**src/rtl/rf_pkg.sv**
```systemverilog
`default_nettype none
// +----------------------------------------------------------------------+
// | Module  : rf_pkg                                                     |
// | Brief   : Shared widths and the write-back request type.             |
// | Revision: 1.0                                                        |
// +----------------------------------------------------------------------+
package rf_pkg;

  localparam int XLEN   = 32;
  localparam int NREG   = 32;
  localparam int REG_AW = 5;

  typedef struct packed {
    logic [REG_AW-1:0] rd;
    logic [XLEN-1:0]   data;
  } wb_req_t;

endpackage : rf_pkg
`default_nettype wire

```
**src/rtl/rf_wb_fifo.sv**
```systemverilog
`default_nettype none
// +----------------------------------------------------------------------+
// | Module  : rf_wb_fifo                                                 |
// | Brief   : Synchronous FIFO of write-back requests with full/empty.   |
// | Revision: 1.0                                                        |
// +----------------------------------------------------------------------+
module rf_wb_fifo
  import rf_pkg::*;
#(
  parameter int DEPTH = 2
) (
  input  logic                         clk,
  input  logic                         rst_n,
  input  logic                         push,
  input  wb_req_t                      push_data,
  input  logic                         pop,
  output wb_req_t                      pop_data,
  output logic                         full,
  output logic                         empty,
  output logic [$clog2(DEPTH+1)-1:0]   count
);

  localparam int AW = $clog2(DEPTH);
  localparam int CW = $clog2(DEPTH + 1);

  wb_req_t         r_mem [DEPTH];
  logic [AW-1:0]   r_wr_ptr;
  logic [AW-1:0]   r_rd_ptr;
  logic [CW-1:0]   r_count;
  logic            w_push;
  logic            w_pop;

  assign full     = (r_count == CW'(DEPTH));
  assign empty    = (r_count == '0);
  assign count    = r_count;
  assign pop_data = r_mem[r_rd_ptr];
  assign w_push   = push && !full;
  assign w_pop    = pop && !empty;

  // DEPTH is a power of two, so pointer overflow is the modulo wrap.
  always_ff @(posedge clk or negedge rst_n) begin
    if (!rst_n) begin
      r_wr_ptr <= '0;
      r_rd_ptr <= '0;
      r_count  <= '0;
    end else begin
      if (w_push) r_wr_ptr <= r_wr_ptr + 1'b1;
      if (w_pop)  r_rd_ptr <= r_rd_ptr + 1'b1;
      case ({w_push, w_pop})
        2'b10:   r_count <= r_count + 1'b1;
        2'b01:   r_count <= r_count - 1'b1;
        default: r_count <= r_count;
      endcase
    end
  end

  always_ff @(posedge clk) begin
    if (w_push) r_mem[r_wr_ptr] <= push_data;
  end

endmodule : rf_wb_fifo
`default_nettype wire

```
**src/rtl/rf_writeback.sv**
```systemverilog
`default_nettype none
// +----------------------------------------------------------------------+
// | Module  : rf_writeback                                               |
// | Brief   : ALU/LSU write-port arbiter with pending-write scoreboard.  |
// | Revision: 1.0                                                        |
// +----------------------------------------------------------------------+
module rf_writeback
  import rf_pkg::*;
#(
  parameter int XLEN      = rf_pkg::XLEN,
  parameter int NREG      = rf_pkg::NREG,
  parameter int LSU_DEPTH = 2
) (
  input  logic            clk,
  input  logic            rst_n,
  input  logic            alu_valid,
  output logic            alu_ready,
  input  logic [4:0]      alu_rd,
  input  logic [XLEN-1:0] alu_data,
  input  logic            lsu_valid,
  output logic            lsu_ready,
  input  logic [4:0]      lsu_rd,
  input  logic [XLEN-1:0] lsu_data,
  input  logic            iss_valid,
  input  logic [4:0]      iss_rd,
  output logic [NREG-1:0] busy,
  output logic            rf_we,
  output logic [4:0]      rf_rc,
  output logic [XLEN-1:0] rf_wd
);

  localparam int CW = $clog2(LSU_DEPTH + 1);

  wb_req_t          w_lsu_req;
  wb_req_t          w_fifo_head;
  wb_req_t          w_sel;
  logic             w_sel_valid;
  logic             w_sel_wr;
  logic             w_fifo_pop;
  logic             w_fifo_full;
  logic             w_fifo_empty;
  logic [CW-1:0]    w_unused_count;
  logic [NREG-1:0]  w_busy_nxt;
  logic [NREG-1:0]  r_busy;

  assign w_lsu_req.rd   = lsu_rd;
  assign w_lsu_req.data = lsu_data;

  rf_wb_fifo #(
    .DEPTH (LSU_DEPTH)
  ) u_fifo (
    .clk       (clk),
    .rst_n     (rst_n),
    .push      (lsu_valid),
    .push_data (w_lsu_req),
    .pop       (w_fifo_pop),
    .pop_data  (w_fifo_head),
    .full      (w_fifo_full),
    .empty     (w_fifo_empty),
    .count     (w_unused_count)
  );

  // A full FIFO stalls the ALU so queued loads always make progress.
  assign lsu_ready = !w_fifo_full;
  assign alu_ready = !w_fifo_full;

  always_comb begin
    w_sel_valid = 1'b0;
    w_sel       = '0;
    w_fifo_pop  = 1'b0;
    if (w_fifo_full) begin
      w_sel_valid = 1'b1;
      w_sel       = w_fifo_head;
      w_fifo_pop  = 1'b1;
    end else if (alu_valid) begin
      w_sel_valid = 1'b1;
      w_sel.rd    = alu_rd;
      w_sel.data  = alu_data;
    end else if (!w_fifo_empty) begin
      w_sel_valid = 1'b1;
      w_sel       = w_fifo_head;
      w_fifo_pop  = 1'b1;
    end
  end

  assign w_sel_wr = w_sel_valid && (w_sel.rd != '0);

  // A new issue to the register being retired keeps it pending.
  always_comb begin
    w_busy_nxt = r_busy;
    if (w_sel_wr)                   w_busy_nxt[w_sel.rd] = 1'b0;
    if (iss_valid && iss_rd != '0)  w_busy_nxt[iss_rd]   = 1'b1;
    w_busy_nxt[0] = 1'b0;
  end

  always_ff @(posedge clk or negedge rst_n) begin
    if (!rst_n) begin
      r_busy <= '0;
      rf_we  <= 1'b0;
      rf_rc  <= '0;
      rf_wd  <= '0;
    end else begin
      r_busy <= w_busy_nxt;
      rf_we  <= w_sel_wr;
      if (w_sel_valid) begin
        rf_rc <= w_sel.rd;
        rf_wd <= w_sel.data;
      end
    end
  end

  assign busy = r_busy;

endmodule : rf_writeback
`default_nettype wire

```
**config.mk**
```make
export PLATFORM = sky130hd
export DESIGN_NAME = rf_writeback
export DESIGN_NICKNAME = d
export VERILOG_FILES = /design/src/rtl/rf_pkg.sv /design/src/rtl/rf_wb_fifo.sv /design/src/rtl/rf_writeback.sv
export SDC_FILE = /design/constraint.sdc
export NUM_CORES = 1
export LEC_CHECK = 0
export BUFFER_PORTS_ARGS = -buffer_cell sky130_fd_sc_hd__buf_2
export CORE_MARGIN = 1.5
export CORE_UTILIZATION = 49
export CTS_CLUSTER_DIAMETER = 60
export CTS_CLUSTER_SIZE = 20
export DETAILED_ROUTE_END_ITERATION = 12
export GPL_TIMING_DRIVEN = 0
export PLACE_DENSITY = 0.85
export REMOVE_ABC_BUFFERS = 1
export SYNTH_ARGS = -nofsm -noshare
export SYNTH_HDL_FRONTEND = slang
export SYNTH_SLANG_ARGS = --single-unit
```
**constraint.sdc**
```tcl
create_clock -name clk -period 3.2 [get_ports clk]
set_clock_uncertainty 0.2 [all_clocks]
set_input_delay 0.16 -clock clk [delete_from_list [all_inputs] [get_ports clk]]
set_output_delay 0.16 -clock clk [all_outputs]
set_load 0.05 [all_outputs]
```
==> results.md, run 1 <==
* Filler cell count at just over 900
* Gate Count Post-Synth at 532
* CTS Root Cell: clkbuf_16
* Largest net degree at the start of global routing at 67
* Final Hold Vio Count at 0
* Max-slew violation count at 0
* Unrepaired setup endpoints after global routing: no
* Overflow after GRT at 0
* # rows at 42
* Clk slew on worst S/H paths at around 0.060 ns
* PwrDens at between 1000 and 1500 nW/um2
* Count of final setup violators at 0
* Setup ws final at 0.115 ns
* Max rail drop VDD at ~0.00064 V
* Internal Power at 5.44 mW
* Total Nets Final at between 800 and 900
* H-tree depth at 4
* Post-synthesis cell type count at 48
* Syn. warnings at 0
* Setup crit end kind: flip-flop
* First-pass GRT wire length at around 28000 um
* Critical path data required time at about 3.3 ns
* Die W at around 120 um
* Initial Utilization at 0.500
* Layout area overhead at 36.8%
* Total power at slightly below 10 mW
* #FFs+latches synth at 147
* # placed instances at 827
* Core area at between 10000 and 15000 um2
* Number of synthesized flops with an enable pin at 74
* Layout Cells excl Fill at ~940
* Switching portion of total power at 0.448
* Max Freq at between 300 and 400 MHz
* Combinational share of power at 0.451
* Critical Path Source Type: flip-flop
* Sequential power share at 0.329
* DP HPWL at between 10000 and 15000 um
* Routed Wire Length at between 15000 and 20000 um
* CTS buffer count at 17
* WS Path Type: reg -> reg
* N_diodes at 0
* Fin crit period at between 3 and 4 ns
* Vias in the first global route at 5779
* ANT nets after route at 0
* DRC Markers at 0
* CTS tree: built
* Final period utilization at 0.964
* Die H at roughly 120 um
* Post-CTS Setup Bufs at 0
* Setup TNS at 0 ns
* Critical path peak fanout at 46
* Ratio of cells with drive above 1 in the final layout at 0.312
* Max-Cap Viols at 0
* 1st-pass router iterations at 5
* Initial DRC count at between 500 and 600
* Sequential-to-total area share from yosys stat at 0.615
* Area of placed instances at approximately 7500 um2
* DIE AREA at between 10000 and 15000 um2
* Final core occ at 0.683
* Clock buffer depth at 2
* Fin area at ~9000 um2
* Net Sw Power at between 4 and 5 mW
* Via count at about 5600
* CTS sink count at between 100 and 150
* Clk Latency, worst-skew pair at 0.42 ns
* Syn avg cell area at approximately 12 um2
* Post-Synthesis Cell Area at roughly 6600 um2
* Outcome: finished clean
* Pre-CTS setup slack at -0.411 ns
* Drt wl/cell at between 15 and 20 um
* Post-synth ARST share at 0.497
* Clock group share of total power at 0.220
* Worst Tran Pin Value at just over 0.8 ns
* Critical Path AT at between 3 and 4 ns
* Initial antenna violation count at 0
* Port Buf Inserts at 154
* Gpl congestion at ~0.90
* Worst min-delay path class: in -> async
* Leakage power at ~3.6 nW
* Slew headroom at 0.445
* Ports at between 150 and 200
* Hold slack at 0.0251 ns
* Top_reg_cell synth: edfxtp_1
* Total GRT Usage at 0.255
* Vias per cell at ~5.9
==> final cells by class <==
type / instances / area (um2) / share of cell area
Timing Repair Buffer: 240 / 1700 / 0.189
Inverter: 3 / 16.3 / 0.00180
Clock inverter: 10 / 179 / 0.0198
Tap cell: 176 / 220 / 0.0244
Sequential cell: 147 / 4060 / 0.450
Multi-Input combinational cell: 341 / 2360 / 0.262
Clock buffer: 22 / 474 / 0.0526
==> timing repair <==
item / 4_1_cts / 5_1_grt
setup endpoints to repair: 69 / 20
hold buffers: 80 / 0
endpoints found under the hold margin: 210 / 0
pin swaps: 0 / 1
resized for setup: 3 / 2
==> cell usage in the layout, fill, tap and decap left out, drive strengths merged, types with 3 or more instances in the layout <==
master	synthesis	layout
a211o	3	3
a21oi	37	37
buf	16	160
bufinv	0	5
clkbuf	25	22
clkinv	0	3
dfrtp	73	73
dlygate4sd3	0	80
edfxtp	74	74
inv	3	3
mux2	34	34
mux2i	3	3
nand2	10	10
nand2b	35	35
nand3	6	6
nand3b	4	4
nor2	10	10
o21ai	65	65
o22ai	33	33
o31a	32	32
o31ai	34	34
xnor2	4	4
==> worst max-delay path, stage by stage, from the launching register on <==
cell and delay (ns):
dfrtp_4 0.70, and2b_1 0.36, inv_6 0.35, nand3_1 0.29, a221o_1 0.56, o31ai_1 0.33
o21ai_0 0.15
==> worst paths after layout <==
check / to / cells past startpoint / slack (ns) / start
worst max-delay path: busy[8]$_DFF_PN0_ / 6 / 0.11 / u_fifo.count[1]$_DFFE_PN0P_
worst min-delay path: busy[13]$_DFF_PN0_ / 2 / 0.03 / rst_n
worst max register to register: busy[8]$_DFF_PN0_ / 6 / 0.11 / u_fifo.count[1]$_DFFE_PN0P_
worst min register to register: rf_rc[0]$_DFFE_PN0P_ / 1 / 0.29 / rf_rc[0]$_DFFE_PN0P_
max in group asynchronous: u_fifo.count[1]$_DFFE_PN0P_ / 3 / 2.15 / rst_n
min in group clk: rf_wd[11]$_DFFE_PN0P_ / 4 / 0.03 / alu_data[11]
==> per-layer routing <==
metal / vias up / share of wire / track usage
met5: - / 0 / 0
met4: 0 / 0.029 / 0.121
met3: 48 / 0.060 / 0.0565
met2: 262 / 0.53 / 0.457
met1: 2762 / 0.38 / 0.288
li1: 2494 / - / -
==> synthesized netlist by cell type, types with 10 or more instances <==
library cell / instances / area share
nor2_1: 10 / 0.0057
nand2_1: 10 / 0.0057
o31a_1: 32 / 0.043
o31ai_1: 32 / 0.036
nand2b_1: 35 / 0.033
dfrtp_1: 73 / 0.28
mux2_2: 33 / 0.056
edfxtp_1: 74 / 0.34
a21oi_1: 36 / 0.027
o21ai_1: 11 / 0.0084
o21ai_0: 54 / 0.041
o22ai_1: 33 / 0.031
clkbuf_1: 25 / 0.014
==> cell families (layout without fill, tap and decap cells) <==
logic type / after synthesis / count (layout) / share of synthesized area
muxes: 37 / 37 / 0.0632
xor gates and xnor gates: 5 / 5 / 0.00665
other: 1 / 1 / 0.000569
and+or+nand+nor: 80 / 80 / 0.0689
AOI/OAI and AO/OA: 217 / 217 / 0.215
DFF: 147 / 147 / 0.615
buffers and inverters: 44 / 275 / 0.0292
adders and majority gates: 1 / 1 / 0.00190
==> sequential cells by signal, indices dropped and copies added (netlist names) <==
register and cells:
busy 31, rf_rc 5, rf_wd 32, rf_we 1
u_fifo.count 2, u_fifo.r_mem 74, u_fifo.r_rd_ptr 1, u_fifo.r_wr_ptr 1
==> power groups by stage <==
stage          combinational (mW)  sequential [mW]  clock (mW)
3_5_place_dp                 4.29             3.25           0
6_report                     4.45             3.25        2.17
2_1_floorplan                1.52             4.71           0
4_1_cts                      4.40             3.23        2.21
5_1_grt                      4.66             3.31        2.28
3_3_place_gp                 3.91             3.35           0
Power figures use the tool's default switching activity.
==> inputs of run 2 (changes only) <==
==> constraint.sdc (replaced) <==
create_clock -name clk -period 2.8 [get_ports clk]
set_clock_uncertainty 0.2 [all_clocks]
set_input_delay 0.14 -clock clk [delete_from_list [all_inputs] [get_ports clk]]
set_output_delay 0.14 -clock clk [all_outputs]
set_load 0.05 [all_outputs]
==> run 2 against run 1 <==
  * Sequential share of layout area shrank 0.77 points
  * Critical path depth is the same
  * Maximum frequency grew 14%
  * Sequential cell count is the same
  * Final area grew 1.7%
  * Non-clock buffer count grew 10
  * Critical path type unchanged
  * Largest power group unchanged
  * Register-to-register slack lost 0.03 ns
==> results.md, run 2 (synthesis gave the netlist of run 1 again) <==
* Outcome: finished clean
* 1st-pass router iterations at 7
* Routed Wire Length at 18600 um
* Die H at between 100 and 150 um
* Port Buf Inserts at between 150 and 200
* Vias in the first global route at between 5000 and 6000
* Clk Latency, worst-skew pair at approximately 0.42 ns
* Slowest CP cell: dfrtp_2
* First-pass GRT wire length at between 20000 and 30000 um
* Leakage power at 3.66 nW
* PwrDens at around 1300 nW/um2
* Largest register by flop count: u_fifo.r_mem
* Max-slew violation count at 0
* Max Freq at between 300 and 400 MHz
* Overflow after GRT at 0
* Clock buffer depth at 2
* Register Area at 4060 um2
* Vias per cell at 5.96
* Largest net degree at the start of global routing at 67
* Die W at between 100 and 150 um
* DIE AREA at approximately 14000 um2
* DRC Markers at 0
* Hold slack at a little over 0.005 ns
* Setup TNS at 0 ns
* Fin crit period at 2.72 ns
* Worst Tran Pin Value at roughly 0.63 ns
* CTS sink count at 147
* Metal3 WL at between 1000 and 1500 um
* M1 wire length at about 7000 um
* CTS buffer count at 17
* Critical Path AT at ~2.8 ns
* DP HPWL at about 11000 um
* Count of final setup violators at 0
* Total GRT Usage at 0.261
* Total Nets Final at approximately 850
* Filler cell count at between 900 and 1000
* Max rail drop VDD at ~0.00073 V
* Unrepaired setup endpoints after global routing: no
* # rows at between 40 and 50
* Initial DRC count at around 480
* WS Path Type: reg -> reg
* Ports at 156
* Most frequent cells in the layout: 152 x buf_2, 82 x dlygate4sd3_1, 74 x edfxtp_1
* Clk slew on worst S/H paths at around 0.060 ns
* Multi-input logic area at approximately 2400 um2
* Setup crit end kind: flip-flop
* CTS tree: built
* Initial Utilization at 0.500
* Layout area overhead at 39.2%
* Critical path data required time at 2.89 ns
* Critical Path Source Type: flip-flop
* ANT nets after route at 0
* Critical path peak fanout at 26
* Largest register FFs at 74
* CTS Root Cell: clkbuf_16
* Slew headroom at 0.581
* Ratio of cells with drive above 1 in the final layout at 0.324
* Final Hold Vio Count at 0
* Highest metal used: met4
* Via count at approximately 5700
* Gpl congestion at roughly 0.9
* Worst-path cell chain: buf_12 -> mux2_2 -> a21oi_2 -> o221ai_2 -> o31ai_1 -> o21ai_1
* Initial antenna violation count at 0
* Drt wl/cell at 19.6 um
* Max-Cap Viols at 0
* Final period utilization at 0.970
* Commonest non-fill, non-tap cell in the layout: buf_2
* Core area at about 13000 um2
* Met2 wire length at between 9000 and 10000 um
* H-tree depth at 4
* Worst min-delay path class: in -> async
* CP max stage delay at ~0.6 ns
* N_diodes at 0
* Final core occ at 0.695
==> run 2: changes by cell type in the layout (fill, tap and decap cells not counted), sizes merged <==
cell and change:
buf +8, bufinv +1, dlygate4sd3 +2, inv -1
nor2 +1
==> run 2: per-stage QoR <==
step	setup WS (ns)	power, mW	area (um2)	cells
3_3_place_gp	-3.76	8.29	7400	821
5_1_grt	0.00413	12.0	9170	950
3_5_place_dp	-0.811	8.62	7540	827
2_1_floorplan	-2.12	7.12	6410	491
4_1_cts	0.00194	11.4	9100	944
6_report	0.0833	11.6	9170	950
==> run 2: worst max-delay path, delay by kind of cell (launching register included) <==
family	cells	cell delay [ns]
mux	1	0.38
compound gates	4	1.13
buf+inv	1	0.26
flops	1	0.61
==> run 2: layout make-up <==
class | instances | area share
multi-input combinational | 342 | 0.259
timing repair buffer | 250 | 0.199
tap | 176 | 0.0240
sequential | 147 | 0.442
clock inverter | 10 | 0.0195
clock buffer | 22 | 0.0517
inverter | 3 | 0.00409
==> run 2: worst paths after layout <==
path                                                to  slack, ns  cells after the start                   startpoint
hold reg to reg                   rf_rc[3]$_DFFE_PN0P_       0.29                      2         rf_rc[3]$_DFFE_PN0P_
max in group asynchronous  u_fifo.count[0]$_DFFE_PN0P_       1.78                      3                        rst_n
setup / recovery                     busy[1]$_DFF_PN0_       0.08                      6  u_fifo.r_rd_ptr$_DFFE_PN0P_
min in group clk                       rf_we$_DFF_PN0_       0.01                      5                    alu_rd[1]
hold / removal                      busy[13]$_DFF_PN0_      0.005                      2                        rst_n
setup reg to reg                     busy[1]$_DFF_PN0_       0.08                      6  u_fifo.r_rd_ptr$_DFFE_PN0P_
==> run 2: where the power goes <==
part           total (mW)  internal (mW)  switching (mW)
clock                2.49           1.65           0.843
combinational        5.48           1.66            3.82
sequential           3.59           3.11           0.480
==> run 2: repair_timing <==
action | in CTS | in global routing
gates resized for setup | 11 | 1
buffers inserted | 2 | 6
hold buffers | 82 | 0
gates cloned | 1 | 0
pin swaps | 3 | 2
endpoints found under the setup margin | 113 | 24
hold endpoints to repair | 213 | 0
==> run 2: metal layers <==
metal | vias to the layer above | track usage
met1 | 2773 | 0.296
met2 | 308 | 0.468
li1 | 2524 | -
met3 | 55 | 0.0556
met4 | 0 | 0.129
met5 | - | 0
==> inputs of run 3 (changes only) <==
--- a/config.mk
+++ b/config.mk
@@ -5,7 +5,7 @@
 export SDC_FILE = /design/constraint.sdc
 export NUM_CORES = 1
 export LEC_CHECK = 0
-export BUFFER_PORTS_ARGS = -buffer_cell sky130_fd_sc_hd__buf_2
+export BUFFER_PORTS_ARGS = -buffer_cell sky130_fd_sc_hd__clkbuf_2
 export CORE_MARGIN = 1.5
 export CORE_UTILIZATION = 49
 export CTS_CLUSTER_DIAMETER = 60
==> run 3 against run 2 <==
  * Sequential power grew 1%
  * Sequential share of layout area increased by 0.42 points
  * Maximum frequency shrank 0.18%
  * Clock power decreased by 12%
  * Die area unchanged
  * Critical path depth unchanged
  * Highest routed layer unchanged
==> results.md, run 3 (synthesis gave the netlist of run 1 again) <==
* Fin crit period at around 2.7 ns
* Met2 Use GR at 0.472
* Ports at 156
* Setup crit end kind: flip-flop
* Initial DRC count at between 500 and 600
* Die W at ~120 um
* Setup TNS at 0 ns
* Gpl congestion at a little under 0.9
* Delay-heaviest family, CP: compound AO/OA/AOI/OAI gates
* Filler cell count at about 890
* Worst-path cell chain: and2b_2 -> bufinv_16 -> a21o_1 -> a221o_2 -> o31ai_2 -> o21ai_0
* CTS tree: built
* Initial antenna violation count at 1
* Max Freq at between 300 and 400 MHz
* DIE AREA at roughly 14000 um2
* Layout area overhead at 38.0%
* Vias per cell at around 6
* Clk slew on worst S/H paths at 0.06 ns
* Die H at around 120 um
* Vias in the first global route at 5817
* Routed Wire Length at around 19000 um
* H-tree depth at 4
* ANT nets after route at 0
* Max-slew violation count at 0
* Ratio of cells with drive above 1 in the final layout at 0.325
* Slowest CP cell: dfrtp_4
* DP HPWL at 10500 um
* First-pass GRT wire length at 28800 um
* Max rail drop VDD at roughly 0.00066 V
* Total Nets Final at 845
* Clk Latency, worst-skew pair at approximately 0.42 ns
* PwrDens at 1230 nW/um2
* M3 GR Usage at 0.0556
* Critical path peak fanout at 46
* Critical Path AT at around 2.8 ns
* Drt wl/cell at slightly below 20 um
* Critical Path Source Type: flip-flop
* GRT busiest layer: met2
* Multi-input logic area at around 2400 um2
* Pre-CTS setup slack at -0.917 ns
* CP max stage delay at between 0.5 and 0.6 ns
* Max-Cap Viols at 0
* Outcome: finished clean
* CTS sink count at 147
* Hold slack at between 0.04 and 0.05 ns
* Initial Utilization at 0.500
* 1st-pass router iterations at 5
* Count of final setup violators at 0
* Total GRT Usage at 0.264
* CTS buffer count at 17
* Largest register FFs at 74
* Final Hold Vio Count at 0
* CTS Root Cell: clkbuf_16
* WS Path Type: reg -> reg
* Via count at about 5700
* Overflow after GRT at 0
* Setup ws final at 0.0783 ns
* Clock buffer depth at 2
* # rows at 42
* Most frequent cells in the layout: 152 x clkbuf_2, 83 x dlygate4sd3_1, 74 x edfxtp_1
* CP Buf/Inv Count at 1
* Largest net degree at the start of global routing at 61
* Largest register by flop count: u_fifo.r_mem
* Core area at about 13000 um2
* Commonest non-fill, non-tap cell in the layout: clkbuf_2
* DRC Markers at 0
* Register Area at around 4000 um2
* Critical path data required time at roughly 2.9 ns
* Leakage power at about 3.7 nW
* Worst min-delay path class: in -> async
* Unrepaired setup endpoints after global routing: no
* Port Buf Inserts at about 150
* Met1 Resource Use GR at 0.303
* Final period utilization at 0.972
* Slew headroom at 0.602
* Worst Tran Pin Value at around 0.60 ns
-- run 3: report_power, final --
group / total, mW / internal [mW] / leakage, nW / switching [mW]
Clock: 2.19 / 1.34 / 0.292 / 0.852
Sequential: 3.63 / 3.11 / 1.55 / 0.522
Combinational: 5.39 / 1.62 / 1.81 / 3.78
-- run 3: per-layer routing --
metal / up-vias / routed length [um]
li1: 2525 / -
met1: 2838 / 7020
met2: 301 / 9820
met3: 33 / 1260
met4: 0 / 409
met5: - / 0
-- run 3: what timing repair did --
| item | 4_1_cts | 5_1_grt |
|---|---|---|
| setup buffers | 4 | 3 |
| cloned | 0 | 0 |
| endpoints found under the setup margin | 113 | 29 |
| resized for setup | 9 | 5 |
| pin swaps | 1 | 2 |
| hold buffers | 82 | 1 |
| hold endpoints to repair | 213 | 2 |
-- run 3: through the flow --
stage | utilization | instances | power [mW] | cell area, um2
after floorplan | - | 491 | 7.12 | 6410
final | 0.689 | 950 | 11.2 | 9090
after global placement | 0.561 | 821 | 8.29 | 7400
after global routing | 0.689 | 950 | 11.7 | 9090
after detailed placement | 0.572 | 827 | 8.59 | 7540
after CTS | 0.685 | 945 | 11.1 | 9040
-- run 3: layout make-up --
cell class                      instances  area share
Clock buffer                           23      0.0549
Multi-Input combinational cell        341       0.261
Sequential cell                       147       0.447
Tap cell                              176      0.0242
Antenna cell                            1    0.000275
Clock inverter                          9     0.00826
Timing Repair Buffer                  250       0.200
Inverter                                3     0.00413
-- run 3: final timing paths --
path                                             start                           to  slack (ns)  depth (start not counted)
setup / recovery           u_fifo.count[0]$_DFFE_PN0P_           busy[25]$_DFF_PN0_        0.08                          6
hold / removal                                   rst_n        rf_wd[28]$_DFFE_PN0P_        0.04                          2
setup reg to reg           u_fifo.count[0]$_DFFE_PN0P_           busy[25]$_DFF_PN0_        0.08                          6
hold reg to reg                   rf_rc[3]$_DFFE_PN0P_         rf_rc[3]$_DFFE_PN0P_        0.30                          2
max in group asynchronous                        rst_n  u_fifo.count[1]$_DFFE_PN0P_        1.73                          3
min in group clk                             alu_rd[0]         rf_rc[0]$_DFFE_PN0P_        0.19                          5
